===== src/rtl/multdiv_stall_ctrl.sv =====
// multdiv_stall_ctrl
// Sequences the multi-cycle multiplier/divider beside the execute-stage ALU.
// A mul/div in D/X gets a one-cycle start pulse and the front of the pipe is
// stalled until the unit answers. The result then goes to X/M for one cycle.
// On an exception or timeout the instruction is rewritten to setx carrying
// the rstatus code (4 = mul, 5 = div).
module multdiv_stall_ctrl #(
    parameter int MAX_CYCLES = 40,
    parameter int CNT_W      = 6
) (
    input  logic        clock,
    input  logic        reset,
    input  logic [31:0] insn_dx,
    input  logic [31:0] A,
    input  logic [31:0] B,
    input  logic        flush,
    input  logic [31:0] md_result,
    input  logic        md_exception,
    input  logic        md_resultRDY,
    output logic        ctrl_MULT,
    output logic        ctrl_DIV,
    output logic [31:0] md_opA,
    output logic [31:0] md_opB,
    output logic        stall,
    output logic        md_valid,
    output logic [31:0] md_out,
    output logic [31:0] md_insn_out,
    output logic        busy
);

    typedef enum logic [1:0] {
        S_IDLE = 2'd0,
        S_BUSY = 2'd1,
        S_DONE = 2'd2
    } state_t;

    localparam logic [CNT_W-1:0] CNT_LAST = CNT_W'(MAX_CYCLES - 1);

    // rstatus code for the setx rewrite: 5 for divide, 4 for multiply
    function automatic logic [26:0] setx_code(input logic is_div_op);
        if (is_div_op) begin
            setx_code = 27'd5;
        end else begin
            setx_code = 27'd4;
        end
    endfunction

    state_t            state_q, state_d;
    logic [CNT_W-1:0]  cnt_q, cnt_d;
    logic [31:0]       opa_q, opa_d;
    logic [31:0]       opb_q, opb_d;
    logic [31:0]       insn_q, insn_d;
    logic [31:0]       out_q, out_d;
    logic [31:0]       insn_out_q, insn_out_d;
    logic              kind_q, kind_d;

    logic              is_mul_s;
    logic              is_div_s;
    logic              is_md_s;
    logic              start_ok_s;

    // Decode of mul/div in D/X and the combinational start/stall outputs
    always_comb begin
        is_mul_s   = (insn_dx[31:27] == 5'b00000) && (insn_dx[6:2] == 5'b00110);
        is_div_s   = (insn_dx[31:27] == 5'b00000) && (insn_dx[6:2] == 5'b00111);
        is_md_s    = is_mul_s | is_div_s;
        // Starts are only accepted from IDLE, so DONE never retriggers on the
        // same instruction still sitting in D/X.
        start_ok_s = (state_q == S_IDLE) && !flush;
        ctrl_MULT  = start_ok_s && is_mul_s;
        ctrl_DIV   = start_ok_s && is_div_s;
        stall      = (state_q == S_BUSY) || (start_ok_s && is_md_s);
        md_valid   = (state_q == S_DONE);
        busy       = (state_q == S_BUSY);
    end

    assign md_opA      = opa_q;
    assign md_opB      = opb_q;
    assign md_out      = out_q;
    assign md_insn_out = insn_out_q;

    // Next-state and datapath register computation
    always_comb begin
        state_d    = state_q;
        cnt_d      = cnt_q;
        opa_d      = opa_q;
        opb_d      = opb_q;
        insn_d     = insn_q;
        out_d      = out_q;
        insn_out_d = insn_out_q;
        kind_d     = kind_q;
        case (state_q)
            S_IDLE: begin
                if (is_md_s && !flush) begin
                    state_d = S_BUSY;
                    opa_d   = A;
                    opb_d   = B;
                    insn_d  = insn_dx;
                    kind_d  = is_div_s;
                    cnt_d   = {CNT_W{1'b0}};
                end else begin
                    state_d = S_IDLE;
                end
            end
            S_BUSY: begin
                cnt_d = cnt_q + CNT_W'(1);
                if (flush) begin
                    // Squashed: drop the operation, a late RDY lands in IDLE
                    state_d = S_IDLE;
                end else if (md_resultRDY) begin
                    state_d = S_DONE;
                    if (md_exception) begin
                        out_d      = {5'b00000, setx_code(kind_q)};
                        insn_out_d = {5'b10101, setx_code(kind_q)};
                    end else begin
                        out_d      = md_result;
                        insn_out_d = insn_q;
                    end
                end else if (cnt_q == CNT_LAST) begin
                    // Unit never answered: report it like an exception
                    state_d    = S_DONE;
                    out_d      = {5'b00000, setx_code(kind_q)};
                    insn_out_d = {5'b10101, setx_code(kind_q)};
                end else begin
                    state_d = S_BUSY;
                end
            end
            S_DONE: begin
                state_d = S_IDLE;
            end
            default: begin
                state_d = S_IDLE;
            end
        endcase
    end

    // State and datapath registers with synchronous reset
    always_ff @(posedge clock) begin
        if (reset) begin
            state_q    <= S_IDLE;
            cnt_q      <= {CNT_W{1'b0}};
            opa_q      <= 32'd0;
            opb_q      <= 32'd0;
            insn_q     <= 32'd0;
            out_q      <= 32'd0;
            insn_out_q <= 32'd0;
            kind_q     <= 1'b0;
        end else begin
            state_q    <= state_d;
            cnt_q      <= cnt_d;
            opa_q      <= opa_d;
            opb_q      <= opb_d;
            insn_q     <= insn_d;
            out_q      <= out_d;
            insn_out_q <= insn_out_d;
            kind_q     <= kind_d;
        end
    end

endmodule


===== config.mk =====
export PLATFORM = sky130hd
export DESIGN_NAME = multdiv_stall_ctrl
export DESIGN_NICKNAME = d
export VERILOG_FILES = /design/src/rtl/multdiv_stall_ctrl.sv
export SDC_FILE = /design/constraint.sdc
export NUM_CORES = 1
export LEC_CHECK = 0
export CAP_MARGIN = 5
export CELL_PAD_IN_SITES_DETAIL_PLACEMENT = 1
export CELL_PAD_IN_SITES_GLOBAL_PLACEMENT = 2
export CORE_AREA = 2 2 168 170
export DETAILED_ROUTE_END_ITERATION = 12
export DIE_AREA = 0 0 170 172
export GPL_TIMING_DRIVEN = 0
export PLACE_DENSITY_LB_ADDON = 0.1
export REMOVE_ABC_BUFFERS = 1
export SYNTH_ARGS = -nofsm -noshare
export SYNTH_HDL_FRONTEND = slang
export SYNTH_SLANG_ARGS = --single-unit
export TNS_END_PERCENT = 100

===== constraint.sdc =====
create_clock -name clock -period 1.4 [get_ports clock]
set_input_delay 0.14 -clock clock [delete_from_list [all_inputs] [get_ports clock]]
set_output_delay 0.14 -clock clock [all_outputs]
set_load 0.01 [all_outputs]

==> flow_metrics.env, run 1 <==
export IMPL_cap_violations=0
export IMPL_internal_power_mw=7.89
export IMPL_clock_root_buffer="clkbuf_16"
export IMPL_cp_arrival_ns=1.78
export IMPL_rsz0062_at_grt="yes"
export IMPL_place_inst=1189
export IMPL_ios=266
export IMPL_synthTopCellsByCount="nand2_1, dfxtp_1, a21oi_1"
export IMPL_power_density_nw_per_um2=906
export IMPL_die_x_um=170
export IMPL_reg2reg_depth=9
export IMPL_worst_slew_pin_slew_ns=0.661
export IMPL_drt_pass1_iter_count=4
export IMPL_seq_power_share_pct=46.2
export IMPL_grt_max_degree=67
export IMPL_synthDominantCellAreaShare_pct=59.3
export IMPL_min_to="md_opB[12]"
export IMPL_synth_top_area_cell="dfxtp_1"
export IMPL_drive_above_1_share_pct=23.0
export IMPL_placed_area_um2=8710
export IMPL_synthFlopType="dfxtp_1"
export IMPL_io_buffers=265
export IMPL_hp_start="reset"
export IMPL_layout_nets=1085
export IMPL_synth_seq_cells=169
export IMPL_die_h_um=172
export IMPL_ys_top_cells_by_area="dfxtp_1, nand2_1, a21oi_1"
export IMPL_peakVddDrop_mv=0.629
export IMPL_synth_edf_count=0
export IMPL_netSwitchingFraction_pct=24.1
export IMPL_grt_pass1_vias=5910
export IMPL_synth_distinct_cells=30
export IMPL_skew_ns=0.0150
export IMPL_timing_fmax_mhz=521
export IMPL_drt_drc_violations_left=0
export IMPL_finalPower_mw=10.4
export IMPL_yosysSeqAreaShare_pct=59.3
export IMPL_hold_class="input port to flip-flop"
export IMPL_htree_levels=4
export IMPL_grt_total_usage_pct=16.5
export IMPL_synthCells=620
export IMPL_start_util_pct=20.8
export IMPL_core_area_um2=27500
export IMPL_dieArea_um2=29200
export IMPL_finalSetupTns_ns=-61.47
export IMPL_cts_tree="done"
export IMPL_insertedDiodeCount=0
export IMPL_area_growth_pct=101
export IMPL_grt_pass1_wl_mm=35.8
export IMPL_avgSynthCellArea_um2=9.20
export IMPL_drt_iter0_drc=157
export IMPL_reg2reg_slack_ns=-0.50
export IMPL_end_kind="output pin"
export IMPL_hold_path_cell_count=2
export IMPL_cp_required_ns=1.26
export IMPL_status="complete, but fails checks"
export IMPL_async_flop_share_pct=0
export IMPL_wl_per_cell_um=20.2
export IMPL_antenna_found_initial=0
export IMPL_fin_crit_ns=1.92
export IMPL_num_vias=5833
export IMPL_layout_setup_ws_ns=-0.518
export IMPL_clock_sinks=169
export IMPL_critical_path_class="flip-flop to output pin"
export IMPL_max_slew_margin_pct=55.9
export IMPL_hpwl_mm=13.3
export IMPL_violations="setup timing"
export IMPL_r2r_end="cnt_q[3]"
export IMPL_cts_made_buffers=17
export IMPL_routed_wl_mm=26.4
export IMPL_hold_viol=0
export IMPL_p_comb_share_pct=6.7
export IMPL_power_frac_clock_pct=47.1
export IMPL_syn_area_um2=5710
export IMPL_clk_path_buf_depth=2
export IMPL_fin_cells=1310
export IMPL_grt_overflow=0
export IMPL_switchingPower_mw=2.50
export IMPL_drt_vias_per_instance=4.45
export IMPL_final_area_um2=11500
export IMPL_num_rows=61
export IMPL_yosysMostFrequentCell="nand2_1"
export IMPL_slew_viol_final=0
export IMPL_period_share_pct=137
export IMPL_clk_latency_ns=0.43
export IMPL_yosys_warnings=0
export IMPL_rr_startpoint="state_q[0]"
export IMPL_cts_hold_buf=0
export IMPL_cp_start_kind="flip-flop"
export IMPL_postRouteAntennaNets=0
export IMPL_finalSetupViolations=170
export IMPL_critical_path_max_fanout=4
export IMPL_p_leak_nw=6.41
export IMPL_routabilityCongestion=0.687
export IMPL_clkTransAtPathRegs_ns=0.08
export IMPL_dp_slack_ns=-1.70
## flip-flops by register name (all words and copies together) (netlist names)
register	flops
insn_q	32
md_insn_out	32
md_opA	32
md_opB	32
md_out	32
cnt_q	6
state_q	2
kind_q	1
## layout by cell type (no fill, tap or decap), types with 3 or more instances in the layout
cell	synthesis	layout
dfxtp_1	169	164
nand2_1	179	145
clkdlybuf4s50_1	0	131
dlymetal6s2s_1	0	118
a21oi_1	100	72
a22o_1	57	57
a21oi_2	0	28
buf_4	6	25
clkbuf_16	0	23
nand2_4	0	22
buf_16	0	21
buf_6	5	21
buf_12	0	18
nand2_2	0	12
nor3_1	10	10
dlygate4sd2_1	0	10
and3_1	10	9
nor2_1	13	9
inv_6	0	7
nand3_1	6	5
nand3_4	0	4
inv_8	0	4
buf_8	0	4
inv_1	5	3
nor2_2	1	3
dfxtp_2	0	3
## stage by stage
stage	util [%]	hold WS, ns
floorplan	-	0.209
global placement	31.0	0.441
detailed placement	31.7	0.449
CTS	37.8	0.187
global route	41.7	0.227
finish	41.7	0.218
## worst max path at each step
stage	slack [ns]	to	startpoint
after CTS	-0.52	ctrl_DIV	state_q[1]
after global routing	-0.61	ctrl_MULT	state_q[0]
after floorplan	-1.81	cnt_q[4]	state_q[1]
final	-0.52	ctrl_MULT	state_q[0]
after global placement	-5.63	md_out[20]	reset
after detailed placement	-1.70	ctrl_DIV	flush
## power by group through the flow
stage / logic, mW / registers [mW] / clock network [mW]
5_1_grt: 0.731 / 4.80 / 5.27
2_1_floorplan: 0.0418 / 4.92 / 0
4_1_cts: 0.665 / 4.80 / 5.06
3_5_place_dp: 0.529 / 4.92 / 0
3_3_place_gp: 0.494 / 4.92 / 0
6_report: 0.696 / 4.80 / 4.89
## cell families (layout without fill, tap and decap cells)
kind of cell | count (synthesis) | in the layout | share of synthesized area, %
adders and majority gates | 1 | 1 | 0.219
and+or+nand+nor | 228 | 232 | 16.4
AOI/OAI and AO/OA | 169 | 170 | 19.2
buffers and inverters | 53 | 392 | 4.93
DFF | 169 | 169 | 59.3
## worst max-delay path: stages (launching register included)
cell	delay [ns]
dfxtp_4	0.37
nor4_4	0.32
buf_4	0.19
nand3_4	0.10
buf_16	0.17
nor2_4	0.08
buf_6	0.11
## layer usage
metal	up-vias	GRT usage (%)	share of wire, %
li1	2806	-	-
met1	2812	19.0	41
met2	196	28.4	49
met3	19	7.12	9.1
met4	0	3.68	1.8
met5	-	0	0
## area by class of cell
class                      instances  area (µm²)
inverter                           5        21.3
tap                              346         433
multi-input combinational        403        2570
clock buffer                      19         453
timing repair buffer             355        4450
sequential                       169        3390
clock inverter                    13         145
fill                            2945       16000
## what timing repair did
item	in CTS	in global routing
setup buffers	41	26
gates resized for setup	102	240
endpoints found under the setup margin	302	291
pin swaps	47	69
gates cloned	20	8
endpoints found under the hold margin	0	0
Note: power is estimated with default switching activity, not from simulation.
==> run 2, diff against run 1 <==
==> constraint.sdc (replaced) <==
create_clock -name clock -period 1.4 [get_ports clock]
set_input_delay 0.28 -clock clock [delete_from_list [all_inputs] [get_ports clock]]
set_output_delay 0.28 -clock clock [all_outputs]
set_load 0.01 [all_outputs]
==> flow_metrics.env, run 2 (synthesized netlist as in run 1, its figures left out) <==
export IMPL_status="complete, but fails checks"
export IMPL_violations="setup timing"
export IMPL_hold_viol=0
export IMPL_drt_iter0_drc=120
export IMPL_start_util_pct=20.8
export IMPL_layout_commonest_cell="clkdlybuf4s50_1"
export IMPL_num_rows=61
export IMPL_hp_start="reset"
export IMPL_cp_startpoint="insn_dx[3]"
export IMPL_final_area_um2=10700
export IMPL_cap_violations=0
export IMPL_fin_crit_ns=1.95
export IMPL_final_cell_mix="clkdlybuf4s50_1, dfxtp_1, nand2_1"
export IMPL_drive_above_1_share_pct=18.8
export IMPL_clock_root_buffer="clkbuf_16"
export IMPL_dieArea_um2=29200
export IMPL_area_growth_pct=87.6
export IMPL_clock_sinks=169
export IMPL_internal_power_mw=7.86
export IMPL_slowest_stage="clkdlybuf4s50_1"
export IMPL_layout_setup_ws_ns=-0.548
export IMPL_reg2reg_slack_ns=-0.34
export IMPL_drt_vias_per_instance=4.44
export IMPL_antenna_found_initial=1
export IMPL_netSwitchingFraction_pct=23.7
export IMPL_p_leak_nw=4.88
export IMPL_routabilityCongestion=0.687
export IMPL_r2r_end="state_q[0]"
export IMPL_power_frac_clock_pct=47.2
export IMPL_placed_area_um2=8710
export IMPL_cp_start_kind="input port"
export IMPL_whs_ns=0.349
export IMPL_wl_per_cell_um=19.1
export IMPL_hold_class="input port to flip-flop"
export IMPL_drt_pass1_iter_count=4
export IMPL_finalSetupViolations=205
export IMPL_cp_cell_sequence="clkdlybuf4s50_1 -> nor4bb_4 -> buf_4 -> nand3_4 -> buf_16 -> nor2_4 -> buf_6"
export IMPL_peakVddDrop_mv=0.637
export IMPL_reg2reg_depth=8
export IMPL_postRouteAntennaNets=0
export IMPL_cts_tree="done"
export IMPL_clk_latency_ns=0.43
export IMPL_cp_arrival_ns=1.67
export IMPL_slew_viol_final=0
export IMPL_max_slew_margin_pct=58.1
export IMPL_period_share_pct=139
export IMPL_die_h_um=172
export IMPL_path_depth=7
export IMPL_grt_total_usage_pct=16.4
export IMPL_critical_path_max_fanout=4
export IMPL_skew_ns=0.0169
export IMPL_grt_pass1_vias=5924
export IMPL_drt_drc_violations_left=0
export IMPL_worst_slew_pin_slew_ns=0.628
export IMPL_grt_overflow=0
export IMPL_die_x_um=170
export IMPL_routed_wl_mm=24.7
export IMPL_layout_nets=1068
export IMPL_ios=266
export IMPL_rsz0062_at_grt="yes"
export IMPL_end_kind="output pin"
export IMPL_path_buf_inv=4
export IMPL_grt_max_degree=67
export IMPL_critical_path_class="input port to output pin"
export IMPL_p_comb_share_pct=6.2
export IMPL_switchingPower_mw=2.45
export IMPL_power_density_nw_per_um2=963
export IMPL_rr_startpoint="state_q[0]"
export IMPL_worstSetupEndpoint="ctrl_MULT"
export IMPL_path_delay_family="buffers and inverters"
export IMPL_clkTransAtPathRegs_ns=0.08
export IMPL_hpwl_mm=13.3
export IMPL_cts_made_buffers=17
export IMPL_n_fill_cell=3037
export IMPL_cp_required_ns=1.12
export IMPL_num_vias=5748
export IMPL_clk_path_buf_depth=2
export IMPL_grt_pass1_wl_mm=35.5
export IMPL_htree_levels=4
export IMPL_io_buffers=265
export IMPL_core_area_um2=27500
export IMPL_timing_fmax_mhz=513
export IMPL_slowest_delay_ns=0.47
export IMPL_seq_power_share_pct=46.6
==> run 2: changes by cell type in the layout (fill, tap and decap cells not counted), sizes merged <==
cell	delta
buf	-17
bufbuf	+2
clkbuf	-2
clkdlybuf4s15	+1
clkdlybuf4s50	+37
diode	+1
dlygate4sd2	+36
dlymetal6s2s	-73
nand3	-1
==> run 2: cell type report <==
cell class              instances  area [µm²]  area share [%]
clock inverters                13         145            1.36
well taps                     346         433            4.04
flip-flops and latches        169        3390            31.7
clock buffers                  19         453            4.23
inverters                       5        21.3           0.199
repair buffers                339        3880            36.3
multi-input cells             402        2380            22.2
diodes                          1        2.50          0.0234
==> run 2: how the worst min path moves through the flow <==
stage                       to  depth (start not counted)
floorplan             cnt_q[1]                          1
global placement    insn_q[22]                          2
detailed placement   md_opA[6]                          2
CTS                 md_opB[12]                          2
global route        md_opB[12]                          2
finish              md_opB[12]                          2
==> run 2: routing by layer <==
layer  routed length [µm]  track usage, %  share of wire (%)  vias up
met3                 2390            8.77                9.6       16
met4                  488            4.76                2.0        0
met1                10200            18.3                 41     2773
li1                     -               -                  -     2767
met5                    0               0                  0        -
met2                11700            27.0                 47      192
==> run 2: repair_timing <==
item | in CTS | in global routing
hold buffers | 0 | 0
resized for setup | 137 | 95
setup buffers | 44 | 13
endpoints found under the setup margin | 302 | 280
pin swaps | 22 | 12
gates cloned | 15 | 5
==> run 2: stage by stage <==
| stage | cells | util (%) | total power [mW] | setup slack (ns) | setup TNS [ns] |
|---|---|---|---|---|---|
| after global placement | 1183 | 31.0 | 5.41 | -5.77 | -788.81 |
| after CTS | 1279 | 37.2 | 10.5 | -0.554 | -59.49 |
| after floorplan | 572 | - | 4.96 | -1.83 | -228.00 |
| after global routing | 1294 | 39.0 | 10.8 | -0.618 | -62.41 |
| after detailed placement | 1189 | 31.7 | 5.45 | -1.98 | -226.52 |
| final | 1294 | 39.0 | 10.3 | -0.548 | -48.85 |
==> run 2: power groups by stage <==
stage / sequential, mW / combinational (mW) / clock, mW
global placement: 4.92 / 0.494 / 0
global route: 4.80 / 0.674 / 5.28
finish: 4.80 / 0.637 / 4.87
detailed placement: 4.92 / 0.529 / 0
floorplan: 4.92 / 0.0418 / 0
CTS: 4.80 / 0.628 / 5.06
==> run 3, diff against run 2 <==
--- a/config.mk
+++ b/config.mk
@@ -14,6 +14,7 @@
 export GPL_TIMING_DRIVEN = 0
 export PLACE_DENSITY_LB_ADDON = 0.1
 export REMOVE_ABC_BUFFERS = 1
+export SLEW_MARGIN = 40
 export SYNTH_ARGS = -nofsm -noshare
 export SYNTH_HDL_FRONTEND = slang
 export SYNTH_SLANG_ARGS = --single-unit
==> flow_metrics.env, run 3 (synthesized netlist as in run 1, its figures left out) <==
export IMPL_antenna_found_initial=0
export IMPL_reg2reg_depth=10
export IMPL_drt_iter0_drc=174
export IMPL_layout_nets=1087
export IMPL_cp_required_ns=1.12
export IMPL_dp_slack_ns=-1.76
export IMPL_r2r_end="md_insn_out[25]"
export IMPL_grt_overflow=0
export IMPL_reg2reg_slack_ns=-0.43
export IMPL_critical_path_max_fanout=3
export IMPL_die_x_um=170
export IMPL_slowest_delay_ns=0.45
export IMPL_max_slew_margin_pct=57.4
export IMPL_rr_startpoint="state_q[0]"
export IMPL_hold_viol=0
export IMPL_hold_class="input port to flip-flop"
export IMPL_clock_sinks=169
export IMPL_fin_cells=1311
export IMPL_start_util_pct=20.8
export IMPL_final_cell_mix="dfxtp_1, nand2_1, clkdlybuf4s50_1"
export IMPL_timing_fmax_mhz=537
export IMPL_power_density_nw_per_um2=923
export IMPL_postRouteAntennaNets=0
export IMPL_htree_levels=4
export IMPL_n_fill_cell=3056
export IMPL_cap_violations=0
export IMPL_worst_slew_pin_slew_ns=0.630
export IMPL_clk_path_buf_depth=2
export IMPL_grt_total_usage_pct=16.2
export IMPL_cp_arrival_ns=1.58
export IMPL_grt_pass1_vias=5879
export IMPL_hold_path_cell_count=2
export IMPL_violations="setup timing"
export IMPL_slowest_stage="clkdlybuf4s50_1"
export IMPL_end_kind="output pin"
export IMPL_ios=266
export IMPL_final_util_pct=40.1
export IMPL_drt_drc_violations_left=0
export IMPL_status="complete, but fails checks"
export IMPL_clock_root_buffer="clkbuf_16"
export IMPL_skew_ns=0.0137
export IMPL_grt_max_degree=68
export IMPL_cp_cell_sequence="clkdlybuf4s50_1 -> nor4_4 -> buf_4 -> nand3_4 -> nor2_2 -> buf_2"
export IMPL_path_buf_inv=3
export IMPL_routabilityCongestion=0.687
export IMPL_io_buffers=265
export IMPL_peakVddDrop_mv=0.539
export IMPL_critical_path_class="input port to output pin"
export IMPL_hp_start="reset"
export IMPL_drt_pass1_iter_count=4
export IMPL_num_vias=5870
export IMPL_whs_ns=0.220
export IMPL_drt_vias_per_instance=4.48
export IMPL_finalPower_mw=10.2
export IMPL_routed_wl_mm=26.3
export IMPL_placed_area_um2=8790
export IMPL_grt_pass1_wl_mm=35.7
export IMPL_period_share_pct=133
export IMPL_num_rows=61
export IMPL_slew_viol_final=0
export IMPL_finalSetupTns_ns=-57.35
export IMPL_clkTransAtPathRegs_ns=0.07
export IMPL_dieArea_um2=29200
export IMPL_insertedDiodeCount=0
export IMPL_core_area_um2=27500
export IMPL_clk_latency_ns=0.42
export IMPL_cts_tree="done"
export IMPL_layout_setup_ws_ns=-0.463
export IMPL_hpwl_mm=13.9
export IMPL_final_area_um2=11000
export IMPL_cts_made_buffers=17
export IMPL_finalSetupViolations=173
export IMPL_path_delay_family="buffers and inverters"
export IMPL_place_inst=1194
export IMPL_die_h_um=172
export IMPL_cp_start_kind="input port"
export IMPL_drive_above_1_share_pct=21.1
export IMPL_layout_commonest_cell="dfxtp_1"
export IMPL_wl_per_cell_um=20.1
export IMPL_area_growth_pct=93.1
export IMPL_fin_crit_ns=1.86
export IMPL_min_to="md_opA[8]"
export IMPL_rsz0062_at_grt="yes"
export IMPL_p_leak_nw=4.69
run 3: changes by cell type in the layout (fill, tap and decap cells not counted), moves of 5 or more:
| cell | delta |
|---|---|
| buf_12 | +8 |
| buf_16 | +6 |
| buf_4 | -8 |
| clkdlybuf4s15_1 | +12 |
| clkdlybuf4s50_1 | -39 |
| dlygate4sd2_1 | +70 |
| dlymetal6s2s_1 | -45 |
| nand2_2 | -5 |
| nand2_4 | +5 |
run 3: area by class of cell:
class	instances	area, µm²	share of cell area, %
Clock inverter	12	113	1.02
Tap cell	346	433	3.93
Inverter	5	21.3	0.193
Sequential cell	169	3390	30.8
Timing Repair Buffer	358	4180	38.0
Clock buffer	19	453	4.11
Multi-Input combinational cell	402	2430	22.0
run 3: report_power, final:
part           total, mW  switching (mW)  internal (mW)
registers           4.80         0.00103           4.80
logic              0.739           0.251          0.487
clock network       4.63            2.21           2.42
total               10.2            2.46           7.71
run 3: metal layers:
layer / up-vias / part of all wire [%] / track usage, %
met5: - / 0 / 0
met4: 0 / 0.81 / 3.79
met3: 11 / 9.4 / 6.73
met2: 198 / 46 / 25.9
met1: 2861 / 44 / 20.4
li1: 2800 / - / -
run 3: timing repair:
action	in CTS	in global routing
hold buffers	0	0
cloned	21	12
pin swaps	30	35
resized for setup	220	96
buffers inserted	37	17
setup endpoints to repair	301	186
run 3: how the worst max path moves through the flow:
stage | slack, ns | from | end | cells past startpoint
6_report | -0.46 | insn_dx[31] | ctrl_MULT | 6
5_1_grt | -0.54 | state_q[0] | ctrl_MULT | 5
4_1_cts | -0.43 | state_q[1] | ctrl_MULT | 5
3_5_place_dp | -1.76 | flush | md_insn_out[24] | 8
3_3_place_gp | -5.77 | reset | md_out[20] | 3
2_1_floorplan | -1.83 | state_q[1] | ctrl_MULT | 3
